==> src/rtl/uart_rx_unit.sv <==
// UART receiver for 8N1-style frames with a built-in 16x oversampling baud tick generator.
// Each received byte is presented on rx_dout together with a one-cycle rx_done_tick strobe.
module uart_rx_unit #(
  parameter int DBIT    = 8,
  parameter int SB_TICK = 16,
  parameter int BITS    = 11
) (
  input  logic            clk,
  input  logic            reset_n,
  input  logic            rx,
  input  logic            enable,
  input  logic [BITS-1:0] final_value,
  output logic            s_tick,
  output logic            rx_done_tick,
  output logic [DBIT-1:0] rx_dout
);

  localparam int NW = (DBIT > 1) ? $clog2(DBIT) : 1;
  localparam logic [NW-1:0] N_LAST  = NW'(DBIT - 1);
  localparam logic [3:0]    SB_LAST = 4'(SB_TICK - 1);

  typedef enum logic [1:0] {
    IDLE  = 2'd0,
    START = 2'd1,
    DATA  = 2'd2,
    STOP  = 2'd3
  } state_t;

  logic [BITS-1:0] q_r;
  logic            sync1_r;
  logic            rx_s;
  state_t          state_r, state_nx;
  logic [3:0]      s_r, s_nx;
  logic [NW-1:0]   n_r, n_nx;
  logic [DBIT-1:0] b_r, b_nx;
  logic [DBIT-1:0] dout_r, dout_nx;
  logic            done_r, done_nx;

  // Baud counter; lowering final_value below q lets it run through the full 2^BITS wrap.
  always_ff @(posedge clk or posedge reset_n) begin
    if (reset_n) begin
      q_r <= '0;
    end else if (enable) begin
      if (q_r == final_value) begin
        q_r <= '0;
      end else begin
        q_r <= q_r + BITS'(1);
      end
    end else begin
      q_r <= q_r;
    end
  end

  assign s_tick = enable && (q_r == final_value);

  // Two-flop synchronizer for the asynchronous rx pin, idling high.
  always_ff @(posedge clk or posedge reset_n) begin
    if (reset_n) begin
      sync1_r <= 1'b1;
      rx_s    <= 1'b1;
    end else begin
      sync1_r <= rx;
      rx_s    <= sync1_r;
    end
  end

  // Receiver state, counters, shift register and registered outputs.
  always_ff @(posedge clk or posedge reset_n) begin
    if (reset_n) begin
      state_r <= IDLE;
      s_r     <= 4'd0;
      n_r     <= '0;
      b_r     <= '0;
      dout_r  <= '0;
      done_r  <= 1'b0;
    end else begin
      state_r <= state_nx;
      s_r     <= s_nx;
      n_r     <= n_nx;
      b_r     <= b_nx;
      dout_r  <= dout_nx;
      done_r  <= done_nx;
    end
  end

  // Next-state logic: the FSM only advances on oversampling ticks once a frame has started.
  always_comb begin
    state_nx = state_r;
    s_nx     = s_r;
    n_nx     = n_r;
    b_nx     = b_r;
    case (state_r)
      IDLE: begin
        if (!rx_s) begin
          state_nx = START;
          s_nx     = 4'd0;
        end else begin
          state_nx = IDLE;
        end
      end
      START: begin
        if (s_tick) begin
          if (s_r == 4'd7) begin
            if (!rx_s) begin
              state_nx = DATA;
              s_nx     = 4'd0;
              n_nx     = '0;
            end else begin
              state_nx = IDLE;
            end
          end else begin
            s_nx = s_r + 4'd1;
          end
        end else begin
          s_nx = s_r;
        end
      end
      DATA: begin
        if (s_tick) begin
          if (s_r == 4'd15) begin
            s_nx = 4'd0;
            b_nx = {rx_s, b_r[DBIT-1:1]};
            if (n_r == N_LAST) begin
              state_nx = STOP;
            end else begin
              n_nx = n_r + NW'(1);
            end
          end else begin
            s_nx = s_r + 4'd1;
          end
        end else begin
          s_nx = s_r;
        end
      end
      STOP: begin
        if (s_tick) begin
          if (s_r == SB_LAST) begin
            state_nx = IDLE;
          end else begin
            s_nx = s_r + 4'd1;
          end
        end else begin
          s_nx = s_r;
        end
      end
      default: begin
        state_nx = IDLE;
      end
    endcase
  end

  // Output logic: the byte is published only when the stop bit completes, never mid-shift.
  always_comb begin
    done_nx = 1'b0;
    dout_nx = dout_r;
    case (state_r)
      STOP: begin
        if (s_tick && (s_r == SB_LAST)) begin
          done_nx = 1'b1;
          dout_nx = b_r;
        end else begin
          done_nx = 1'b0;
        end
      end
      default: begin
        done_nx = 1'b0;
      end
    endcase
  end

  assign rx_done_tick = done_r;
  assign rx_dout      = dout_r;

endmodule

==> config.mk <==
export PLATFORM = sky130hd
export DESIGN_NAME = uart_rx_unit
export DESIGN_NICKNAME = d
export VERILOG_FILES = /design/src/rtl/uart_rx_unit.sv
export SDC_FILE = /design/constraint.sdc
export NUM_CORES = 1
export LEC_CHECK = 0
export ABC_AREA = 1
export CAP_MARGIN = 15
export CORE_MARGIN = 3
export CORE_UTILIZATION = 40
export DETAILED_ROUTE_END_ITERATION = 10
export GPL_TIMING_DRIVEN = 0
export SLEW_MARGIN = 10
export SYNTH_ARGS = -nofsm -noshare
export SYNTH_HDL_FRONTEND = slang
export SYNTH_SLANG_ARGS = --single-unit
==> constraint.sdc <==
create_clock -name clk -period 1.4 [get_ports clk]
set_input_delay 0.21 -clock clk [delete_from_list [all_inputs] [get_ports clk]]
set_output_delay 0.21 -clock clk [all_outputs]
set_load 0.05 [all_outputs]
Word-level counts from Yosys, hierarchy flattened
Cells that the tools add are included.
- mux-type cells: 28
- equal/unequal tests: 17
- reduce and logical (&&, ||, !) cells: 9
- $add $sub $neg: 3
- operator list (operator ; number):
    4-bit 2-to-1 mux ; 7
    2-bit inequality test, second input constant ; 10
    3-bit 2-to-1 mux ; 6
    2-bit 2-to-1 mux ; 8
    4-bit one-hot mux with 4 select lines ; 1
    7-bit AND reduction ; 2
    11-bit by 1-bit adder with 11-bit output, second input constant ; 1
    11-bit equality test ; 1
    11-bit 2-to-1 mux ; 1
    2-bit one-hot mux with 4 select lines ; 1
    3-bit one-hot mux with 2 select lines ; 1
    4-bit by 1-bit adder with 4-bit output, second input constant ; 1
    2-bit equality test, second input constant ; 2
    4-bit by 3-bit equality test with 1-bit output, second input constant ; 1
    4-bit equality test, second input constant ; 1
    4-bit AND reduction ; 1
    3-bit by 1-bit adder with 3-bit output, second input constant ; 1
    3-bit equality test, second input constant ; 1
    1-bit 2-to-1 mux ; 3
    3-bit AND reduction ; 1
    2-bit by 1-bit equality test with 1-bit output, second input constant ; 1
    1-bit logical AND ; 2
    2-bit logical NOT ; 1
    2-bit AND reduction ; 1
    2-bit nonzero test ; 1
- output and inout port bits: 10
- bits in registers: 39
- word-level logic and storage cells: 66
- input bits: 15

Logic depth before layout (Yosys ltp)
Gate-level depths: netlist of run 1.
- depth in word-level cells: 5
- depth in mapped cells: 11
- depth with buffers taken out: 11

Worst setup path after synthesis of run 1
Ideal clock, no wire load.
- kind: register to register
- from: register q_r[6]
- to: register b_r[0]
- required time: 1.284 ns
- slack: -0.184 ns
- path buffers: 0
- library setup time: 0.116 ns
- cell stages (with the launch flop): 9
- arrival: 1.468 ns
- clock period less this slack: 1.584 ns
- cell sequence: dfrtp_1 xnor2_1 nand2_1 nor2_2 nand4_4 inv_2 nand3_2 nand2_1 nand2_1
- longest elaborated chain between the ends: 3
- ends and longest elaborated chain (element ; line ; RTL):
    start: declaration ; 29 ; logic [BITS-1:0] q_r;
    start signal: assignment ; 47 ; q_r <= q_r + BITS'(1);
    start signal: assignment ; 50 ; q_r <= q_r;
    11-bit equality test ; 54 ; assign s_tick = enable && (q_r == final_value);
    1-bit logical AND ; 54 ;
    via s_tick ; 13 ; output logic s_tick,
    3-bit AND reduction (no source line) ; - ;
    end signal: assignment ; 80 ; b_r <= b_nx;
    end: declaration ; 35 ; logic [DBIT-1:0] b_r, b_nx;
The timed path passes the listed nets, and every way through them passes these cells.
A chain may end at the register's enable or synchronous reset.

Final worst setup path of run 1
- from: register q_r[4]
- to: output port s_tick
- longest elaborated chain between the ends: 2
- ends and longest elaborated chain (element ; line):
    11-bit equality test ; 54
    1-bit logical AND ; 54
    end: declaration ; 13
No other way between the ends.

==> results.cfg, run 1 <==
[layout]
syn_to_final_growth_pct = 37.3
mostFrequentLayoutCells = 92 x nand2_1, 37 x dfrtp_1, 24 x inv_1, 21 x nand2_2, 15 x buf_4
final_common_cell = nand2_1
diodes = 0
final_cells = 396
nNetsFinal = 344
drive_above_1_share_pct = 31.0
fillers = 472

[synth]
ys_seq_area_share_pct = 45.4
syn-num-nets = 290
synth-seq-cells = 39
netlist_instances = 271
yosysWarnings = 0
synth.largest_area_cell = dfrtp_1
synthTopCellsByArea = dfrtp_1 43%, nand2_1 19%, inv_1 4.7%, nand3_1 3.5%, dfstp_2 2.4%
synth_area_per_cell_um2 = 7.96
syn_area_um2 = 2160
yosys.area.top_type_share_pct = 42.9
yosysUniqueCellTypes = 37

[placement]
portBuffers = 23
post-place-ws_ns = -1.03
hpwl_um = 3070
dp.cells = 365
place.gp.congestion = 0.808

[clock_tree]
cts_root_buf = clkbuf_8
cts_tree = yes
clkLatencyLatePin_ns = 0.29
numCtsBuffers = 5
htree_levels = 2
clockBufferDepth = 2
clkTransAtPathRegs_ns = 0.08
hold_buffers = 0
cts.sink_count = 39

[floorplanning]
coreArea_um2 = 5170
die_area_um2 = 6310
fp.dieW_um = 79.4
fp-row-count = 26
start_util_pct = 41.7
fp.dieH_um = 79.4
top_level_ports = 25

[sta]
fin_crit_sh_pct = 118
worst_slack_ns = -0.257
tightest_slew_ns = 0.488
rsz0062_at_grt = yes
slew-limit-headroom_pct = 67.6
finalHoldViolCount = 0
period_needed_ns = 1.66
max_freq_mhz = 603
setup_viol = 36
tns_ns = -4.60
maxSlewViolCount = 0
clock_skew_ns = 0.00688

[power]
ir_drop_mv = 0.563
powerDensity_nw_per_um2 = 1040
leakagePower_nw = 1.56

[detailed_routing]
antenna_left = 0
firstDrtPassIters = 4
routed_wl_um = 4470
wl_per_cell_um = 11.3
drtIter0Drc = 56
drc_errors = 0
vias = 1810
vias_per_cell = 4.57

[setup_path]
cp_max_fo = 3
cp_data_required_time_ns = 1.19
r2r_cells = 12
worstPathArrival_ns = 1.45
critPathCaptureType = output pin
path_class = reg -> out
cp-start-kind = flop

[global_routing]
grt-ovfl-total = 0
grt_start_max_net_pins = 24
grt_util_all_layers_pct = 15.8
grt_pass1_wl_um = 7970
antenna_found_initial = 0
grt_pass1_vias = 1777

[run_status]
status = finished, violations left
violations = setup timing

[job]
drv_cap = 0

[worst_hold_path]
worstHoldPathType = in -> async
[report_power, final]
part	internal [mW]	total (mW)	leakage, nW	switching, mW
Clock	0.530	0.928	0.0581	0.397
Combinational	0.386	0.807	0.996	0.422
Sequential	1.23	1.33	0.506	0.0973
Total	2.15	3.07	1.56	0.916
[layout make-up]
cell class | instances | area, um2 | area share, %
Clock inverter | 3 | 43.8 | 1.48
Inverter | 38 | 153 | 5.16
Tap cell | 70 | 87.6 | 2.96
Multi-Input combinational cell | 194 | 1170 | 39.7
Clock buffer | 5 | 68.8 | 2.33
Timing Repair inverter | 1 | 8.76 | 0.296
Buffer | 2 | 25.0 | 0.846
Sequential cell | 39 | 978 | 33.1
Timing Repair Buffer | 44 | 419 | 14.2
[synthesized netlist by cell type, drive strengths merged]
cell	count
dfrtp	37
nor2	18
nand2	117
clkinv	2
ha	4
or2	1
a21oi	2
dfstp	2
o22ai	1
a2bb2oi	1
nand3b	5
xnor2	3
o21ai	8
xor2	3
inv	36
buf	2
nor4	1
o211a	1
nor3	2
o211ai	1
nand4	5
o31ai	1
nand3	18
[sequential cells by signal (all words and copies together) (netlist names), named ones only]
register	flops
rx_dout	8
q_r	11
rx_done_tick	1
sync1_r	1
b_r	8
n_r	3
s_r	4
state_r	1
rx_s	1
[metal layers]
metal | GRT usage [%] | vias to the layer above | wire, um
met4 | 4.98 | 0 | 67
met5 | 0 | - | 0
met1 | 20.8 | 820 | 2170
li1 | - | 955 | -
met3 | 2.71 | 7 | 107
met2 | 26.6 | 28 | 2130
[critical path, cell delays in order, from the launching register on]
cell      delay, ns
dfrtp_1        0.41
inv_2          0.07
nand2_1        0.04
nand2_1        0.06
nand2_2        0.07
nor2_4         0.14
nand4_4        0.14
clkinv_4       0.08
buf_8          0.14
[metrics by stage]
step	area [um2]	power [mW]	hold WS [ns]	util [%]
4_1_cts	2870	3.01	0.238	55.6
6_report	2960	3.07	0.229	57.2
3_3_place_gp	2490	1.87	0.346	48.1
5_1_grt	2960	3.24	0.249	57.2
2_1_floorplan	2170	1.75	0.214	-
3_5_place_dp	2520	1.90	0.347	48.6
[final timing paths]
path                                         start                endpoint  slack [ns]
worst max-delay path            q_r[4]$_DFFE_PP0P_                  s_tick       -0.26
worst min-delay path                       reset_n      s_r[2]$_DFFE_PP0P_        0.23
worst max register to register  q_r[4]$_DFFE_PP0P_      n_r[2]$_DFFE_PP0P_       -0.23
worst min register to register   sync1_r$_DFF_PP1_          rx_s$_DFF_PP1_        0.36
max in group asynchronous                  reset_n  rx_dout[1]$_DFFE_PP0P_        0.73
min in group clk                            enable      q_r[1]$_DFFE_PP0P_        0.27
[logic make-up after synthesis]
kind of cell | after synthesis | synth area share (%)
buffers and inverters | 40 | 7.60
AO/OA/AOI/OAI | 15 | 5.69
XOR/XNOR | 6 | 2.44
AND/OR/NAND/NOR | 167 | 36.6
flip-flops | 39 | 45.4
adder cells (fa/ha/maj) | 4 | 2.32
[repair_timing]
| item | CTS | global route |
|---|---|---|
| resized for setup | 44 | 28 |
| buffers inserted | 16 | 4 |
| gates cloned | 3 | 1 |
| setup endpoints to repair | 45 | 44 |
| pin swaps | 10 | 10 |
Note: power is estimated with default switching activity, not from simulation.
==> run 2, diff against run 1 <==
--- a/config.mk
+++ b/config.mk
@@ -5,7 +5,7 @@
 export SDC_FILE = /design/constraint.sdc
 export NUM_CORES = 1
 export LEC_CHECK = 0
-export ABC_AREA = 1
+export ABC_AREA = 0
 export CAP_MARGIN = 15
 export CORE_MARGIN = 3
 export CORE_UTILIZATION = 40
==> run 2 against run 1 <==
Net effect: the flow still finishes with violations (setup timing); cell area increased by 1.6%; die area down 5.2%; sequential power is essentially flat; non-clock buffer count is 6 higher.
==> results.cfg, run 2 <==
[run_status]
status = finished, violations left
violations = setup timing

[synth]
netlist_instances = 175
synthFlopType = dfrtp_1
syn_area_um2 = 2040
synth-edff-count = 0
synth.largest_area_cell = dfrtp_1
syn-num-nets = 194
yosys.area.top_type_share_pct = 45.5
yosysUniqueCellTypes = 43
yosysWarnings = 0
ys_seq_area_share_pct = 48.1
synthArstFlopShare_pct = 100
yosys-top-cells-count = 37 x dfrtp_1, 16 x mux2_4, 14 x xnor2_1
synthTopCellsByArea = dfrtp_1 45%, mux2_4 12%, xnor2_1 6.0%, dfstp_2 2.6%, ha_1 2.5%
synth-seq-cells = 39
yosysMostFrequentCell = dfrtp_1
synth_area_per_cell_um2 = 11.6

[floorplanning]
fp-row-count = 25
fp.dieW_um = 77.3
coreArea_um2 = 4820
die_area_um2 = 5980
start_util_pct = 42.3
fp.dieH_um = 77.3
top_level_ports = 25

[global_routing]
grt_start_max_net_pins = 40
grt_pass1_vias = 1572
grt-ovfl-total = 0
grt_util_all_layers_pct = 15.7
antenna_found_initial = 0
grt_pass1_wl_um = 7440

[detailed_routing]
firstDrtPassIters = 4
vias_per_cell = 5.21
wl_per_cell_um = 15.6
antenna_left = 0
routed_wl_um = 4610
drc_errors = 0
vias = 1543
drtIter0Drc = 71

[sta]
hold_ws_ns = 0.216
rsz0062_at_grt = yes
clock_skew_ns = 0.00470
worst_slack_ns = -0.622
finalHoldViolCount = 0
maxSlewViolCount = 0
tns_ns = -15.69
slew-limit-headroom_pct = 46.5
max_freq_mhz = 494
tightest_slew_ns = 0.802
period_needed_ns = 2.02
fin_crit_sh_pct = 144
setup_viol = 38

[layout]
nNetsFinal = 247
mostFrequentLayoutCells = 30 x dfrtp_1, 20 x mux2_4, 14 x buf_4, 13 x clkdlybuf4s50_1, 13 x buf_6
diodes = 0
top_register = q_r
syn_to_final_growth_pct = 47.6
final_common_cell = dfrtp_1
largest_reg_flops = 11
drive_above_1_share_pct = 50.7

[job]
drv_cap = 0

[clock_tree]
clkTransAtPathRegs_ns = 0.08
cts_root_buf = clkbuf_8
hold_buffers = 0
clkLatencyLatePin_ns = 0.29
htree_levels = 2
cts.sink_count = 39
clockBufferDepth = 2
numCtsBuffers = 5
cts_tree = yes

[placement]
place.gp.congestion = 0.881
hpwl_um = 2740
post-place-ws_ns = -1.20
portBuffers = 23

[worst_hold_path]
worstHoldPathType = in -> reg

[setup_path]
cp-start-kind = flop
worstPathArrival_ns = 2.20
cp_max_fo = 3
critPathCaptureType = flop
path_class = reg -> reg
cp_data_required_time_ns = 1.57

[power]
powerDensity_nw_per_um2 = 1050
leakagePower_nw = 1.38
power.total_mw = 3.16
ir_drop_mv = 0.784
[run 2: routing by layer]
layer	part of all wire [%]	track usage (%)
met1	46	21.7
met5	0	0
met3	4.2	4.87
met2	49	23.5
met4	1.1	4.98
[run 2: worst max-delay path, stage by stage, from the launching register on]
cell	delay (ns)
dfrtp_2	0.44
xnor2_2	0.15
nand4_1	0.13
or4_1	0.54
a221o_1	0.37
mux2_4	0.28
[run 2: cells by family (layout without fill, tap and decap cells)]
group                    after synthesis  after routing  share of synthesized area [%]
AO/OA/AOI/OAI                         27             27                           8.79
XOR/XNOR                              17             17                           7.31
adder cells (fa/ha/maj)                4              4                           2.46
buffers and inverters                 14             68                           3.50
flip-flops                            39             39                           48.1
multiplexers                          21             21                           14.5
AND/OR/NAND/NOR                       53             53                           15.4
[run 2: cell type report]
cell class                      instances  area (um2)
Timing Repair Buffer                   51         498
Clock buffer                            6        82.6
Inverter                                8        42.5
Sequential cell                        39         987
Multi-Input combinational cell        122        1270
Tap cell                               67        83.8
Fill cell                             387        1810
Buffer                                  1        7.51
Clock inverter                          2        35.0
[run 2: worst paths after layout]
path,to,cells after the start,slack [ns],startpoint
worst max register to register,s_r[0]$_DFFE_PP0P_,5,-0.62,q_r[1]$_DFFE_PP0P_
min in group asynchronous,q_r[4]$_DFFE_PP0P_,2,0.39,reset_n
worst min-delay path,q_r[0]$_DFFE_PP0P_,2,0.22,enable
worst max-delay path,s_r[0]$_DFFE_PP0P_,5,-0.62,q_r[1]$_DFFE_PP0P_
worst min register to register,rx_s$_DFF_PP1_,0,0.36,sync1_r$_DFF_PP1_
max in group asynchronous,q_r[7]$_DFFE_PP0P_,2,0.45,reset_n
[run 2: timing repair]
action / 4_1_cts / 5_1_grt
gates resized for setup: 71 / 43
buffers inserted: 17 / 12
endpoints found under the setup margin: 47 / 46
pin swaps: 24 / 19
[run 2: per-stage QoR]
| step | instance area (um2) | util [%] | instances |
|---|---|---|---|
| final | 3010 | 62.4 | 296 |
| after global routing | 3010 | 62.4 | 296 |
| after CTS | 2780 | 57.8 | 285 |
| after detailed placement | 2360 | 48.9 | 265 |
| after global placement | 2360 | 48.9 | 265 |
| after floorplan | 2040 | - | 175 |
[run 2: report_power, final]
group	switching, mW	leakage [nW]	internal, mW
Sequential	0.112	0.505	1.22
Combinational	0.373	0.815	0.487
Clock	0.390	0.0612	0.577
==> run 3, diff against run 2 <==
--- a/config.mk
+++ b/config.mk
@@ -11,7 +11,7 @@
 export CORE_UTILIZATION = 40
 export DETAILED_ROUTE_END_ITERATION = 10
 export GPL_TIMING_DRIVEN = 0
-export SLEW_MARGIN = 10
+export SLEW_MARGIN = 40
 export SYNTH_ARGS = -nofsm -noshare
 export SYNTH_HDL_FRONTEND = slang
 export SYNTH_SLANG_ARGS = --single-unit
==> run 3 against run 2 <==
Net effect: the run still ends with setup timing left; power decreased by 2.4%; count of clock-buffer cells in the layout is the same; maximum frequency is 4.2% lower; final cell count decreased by 0.68%; core utilization fell by 1.1 points; non-clock buffer count is 2 lower; flip-flop and latch count stayed put; worst setup slack worse by 0.089 ns; sequential share of layout area is 0.56 points higher; largest cell class unchanged; highest routed layer unchanged.
==> results.cfg, run 3 (synthesis gave the netlist of run 2 again) <==
[run_status]
status = finished, violations left
violations = setup timing

[layout]
mostFrequentLayoutCells = 31 x dfrtp_1, 20 x mux2_4, 17 x buf_4, 13 x clkdlybuf4s50_1, 10 x xnor2_2
nNetsFinal = 245
drive_above_1_share_pct = 47.6
syn_to_final_growth_pct = 45.0
final_common_cell = dfrtp_1
multi_input_area_um2 = 1240
fillers = 402
ff_latch_area_um2 = 986
largest_reg_flops = 11
final_cells = 294
diodes = 0
utilization_pct = 61.3
top_register = q_r

[global_routing]
antenna_found_initial = 0
grt_pass1_wl_um = 7820
grt-ovfl-total = 0
grt_util_all_layers_pct = 16.5
grt_start_max_net_pins = 23
grt_pass1_vias = 1640

[detailed_routing]
drc_errors = 0
wl_per_cell_um = 16.3
vias_per_cell = 5.44
antenna_left = 0
routed_wl_um = 4780
firstDrtPassIters = 4
vias = 1598
drtIter0Drc = 85

[clock_tree]
cts_tree = yes
clockBufferDepth = 2
htree_levels = 2
cts.sink_count = 39
numCtsBuffers = 5
cts_root_buf = clkbuf_8
clkTransAtPathRegs_ns = 0.08
clkLatencyLatePin_ns = 0.29

[sta]
finalHoldViolCount = 0
worst_slack_ns = -0.712
max_freq_mhz = 474
maxSlewViolCount = 0
period_needed_ns = 2.11
tns_ns = -17.07
fin_crit_sh_pct = 151
setup_viol = 35
clock_skew_ns = 0.00711
slew-limit-headroom_pct = 67.0
tightest_slew_ns = 0.492
rsz0062_at_grt = yes
hold_ws_ns = 0.205

[floorplanning]
coreArea_um2 = 4820
fp.dieH_um = 77.3
fp.dieW_um = 77.3
top_level_ports = 25
die_area_um2 = 5980
start_util_pct = 42.3
fp-row-count = 25

[job]
drv_cap = 0

[setup_path]
worstPathArrival_ns = 2.29
critPathCaptureType = flop
cp_max_fo = 3
cp-start-kind = flop
cp_data_required_time_ns = 1.58
path_class = reg -> reg

[power]
powerDensity_nw_per_um2 = 1050
leakagePower_nw = 1.37
ir_drop_mv = 0.616

[placement]
place.gp.congestion = 0.881
dp.cells = 266
portBuffers = 23
post-place-ws_ns = -1.21
hpwl_um = 2840

[worst_hold_path]
worstHoldPathType = in -> reg
run 3: changes by cell type in the layout (fill, tap and decap cells not counted), sizes merged:
cell | previous run | this run
clkbuf | 11 | 10
buf | 30 | 28
clkdlybuf4s15 | 3 | 4
run 3: path summary, 6_finish.rpt:
kind                       slack (ns)                 end          startpoint  cells after the start
max in group asynchronous        0.63      rx_s$_DFF_PP1_             reset_n                      3
max                             -0.71  s_r[0]$_DFFE_PP0P_  q_r[0]$_DFFE_PP0P_                      5
min in group asynchronous        0.22  q_r[4]$_DFFE_PP0P_             reset_n                      2
max reg2reg                     -0.71  s_r[0]$_DFFE_PP0P_  q_r[0]$_DFFE_PP0P_                      5
min reg2reg                      0.36      rx_s$_DFF_PP1_   sync1_r$_DFF_PP1_                      0
min                              0.21  q_r[0]$_DFFE_PP0P_              enable                      2
run 3: where the power goes:
| group | leakage [nW] | switching [mW] | internal [mW] |
|---|---|---|---|
| clock | 0.0612 | 0.405 | 0.577 |
| sequential | 0.506 | 0.0991 | 1.22 |
| combinational | 0.802 | 0.351 | 0.434 |
| total | 1.37 | 0.856 | 2.23 |
run 3: timing repair:
item	in CTS	in global routing
hold endpoints to repair	0	0
hold buffers	0	0
resized for setup	59	42
setup endpoints to repair	47	46
gates cloned	0	0
pin swaps	18	13
buffers inserted	20	5
run 3: layout make-up:
type,count,area share [%]
Multi-Input combinational cell,122,41.9
Sequential cell,39,33.4
Timing Repair Buffer,49,16.2
Tap cell,67,2.84
Clock buffer,6,2.80
Inverter,8,1.44
Clock inverter,2,1.19
Buffer,1,0.254
run 3: worst max-delay path, cell delays in order, from the launching register on:
cell     delay [ns]
dfrtp_2        0.44
xnor2_2        0.18
nand4_1        0.15
or4_1          0.56
a221o_1        0.38
mux2_4         0.28
run 3: per-stage QoR:
step	power, mW	cell area [um2]
floorplan	1.62	2040
global placement	1.74	2360
detailed placement	1.76	2380
CTS	2.94	2810
global route	3.23	2950
finish	3.09	2950
run 3: per-layer routing:
metal | vias up | GRT usage, % | share of wire [%] | routed length (um)
met5 | - | 0 | 0 | 0
met2 | 44 | 25.4 | 50 | 2400
met1 | 806 | 22.1 | 44 | 2100
met4 | 0 | 6.76 | 2.0 | 98
met3 | 10 | 4.06 | 3.9 | 186
li1 | 738 | - | - | -
==> variant (settings of run 1) <==
The output `rx_done_tick` loses its register stage (`done_r` becomes a continuous assignment).
--- a/src/rtl/uart_rx_unit.sv
+++ b/src/rtl/uart_rx_unit.sv
@@ -73,5 +73,4 @@
       b_r     <= '0;
       dout_r  <= '0;
-      done_r  <= 1'b0;
     end else begin
       state_r <= state_nx;
@@ -80,7 +79,8 @@
       b_r     <= b_nx;
       dout_r  <= dout_nx;
-      done_r  <= done_nx;
     end
   end
+
+  assign done_r = done_nx;
 
   // Next-state logic: the FSM only advances on oversampling ticks once a frame has started.
Check against the original RTL: same outputs for any inputs over 10 cycles, from zero or initial values and one cycle with reset_n high; that may be too few to reach the edited logic, so the function may still have changed.
==> variant against run 1 <==
- the flow still finishes with violations (setup timing)
- first-iteration DRC count increased by 93%
- sequential cell count shrank 1
- final area increased by 4.5%
- synthesized area grew 1.9%
- global-route usage is 0.73 points higher
- core utilization grew 2.2 points
- sequential power rose by 4%
- total power grew 3.4%
- count of clock-buffer cells in the layout grew 2
- non-clock buffer count rose by 14
- critical path depth increased by 1
- worst setup slack got worse by 0.21 ns
- sequential share of layout area shrank 2.1 points
- wire length up 12%
- critical endpoint is now rx_done_tick
- largest cell class unchanged
==> variant: results (changes against run 1) <==
| Metric | Value |
|---|---|
| VDD IR max | `751 uV (was 563 uV)` |
| Overall routing resource usage | `16.5% (was 15.8%)` |
| P_sw | `1.04 mW (was 0.916 mW)` |
| First-pass GRT wire length | `8440 um (was 7970 um)` |
| Leakage | `1.57 nW (was 1.56 nW)` |
| Mean Syn Cell Area | `7.52 sq um (was 7.96 sq um)` |
| Largest net degree at the start of global routing | `28 (was 24)` |
| R2r startpoint | `q_r[5] (was q_r[4])` |
| Grt met1 use | `20.6% (was 20.8%)` |
| Vias | `2037 (was 1810)` |
| M1 WL | `2270 um (was 2170 um)` |
| Met2 GRT Util | `29.3% (was 26.6%)` |
| Setup WS pre-CTS | `-1.19 ns (was -1.03 ns)` |
| Top cells by count, synth | `nand2_1, inv_1, dfrtp_1 (was nand2_1, dfrtp_1, inv_1)` |
| Final Non-Filler Cells | `426 (was 396)` |
| Capture point of the worst reg-to-reg path | `rx_dout[7] (was n_r[2])` |
| # setup viols final | `38 (was 36)` |
| Setup slack, reg-to-reg | `-0.42 ns (was -0.23 ns)` |
| Reg2Reg Depth | `13 (was 12)` |
| Relative slew slack | `68.0% (was 67.6%)` |
| Violated checks | `setup timing (unchanged)` |
| Combinational share of power | `32.0% (was 26.3%)` |
| GR Util met3 | `3.48% (was 2.71%)` |
| Status | `complete, but fails checks (unchanged)` |
| Clock group | `0.775 mW (was 0.928 mW)` |
| Synth area leaders | `dfrtp_1, nand2_1, inv_1, o21ai_1, nand3_1 (was dfrtp_1, nand2_1, inv_1, nand3_1, dfstp_2)` |
| Final net count | `374 (was 344)` |
| Worst Setup Slack, final | `-0.470 ns (was -0.257 ns)` |
[variant: cell families after synthesis]
family | count (synthesis) | share of synthesized area, %
flip-flops | 38 | 43.4
XOR/XNOR | 6 | 2.39
AND/OR/NAND/NOR | 137 | 29.6
AO/OA/AOI/OAI | 39 | 9.85
buffers and inverters | 68 | 12.5
adder cells (fa/ha/maj) | 4 | 2.28
[variant: worst max-delay path, cell delays in order (launching register included)]
cell     delay, ns
dfrtp_1       0.42
inv_2         0.07
nand2_1       0.05
nand2_1       0.09
nand2_2       0.07
nor2_4        0.14
nand4_4       0.10
buf_8         0.15
nor3_4        0.12
buf_6         0.18
[variant: cell type report]
| type | instances | area (sq um) |
|---|---|---|
| fill | 476 | 2110 |
| multi-input combinational | 186 | 1160 |
| sequential | 38 | 956 |
| timing repair buffer | 56 | 502 |
| inverter | 64 | 246 |
| tap | 70 | 87.6 |
| clock buffer | 7 | 86.3 |
| buffer | 4 | 45.0 |
| clock inverter | 1 | 5.00 |
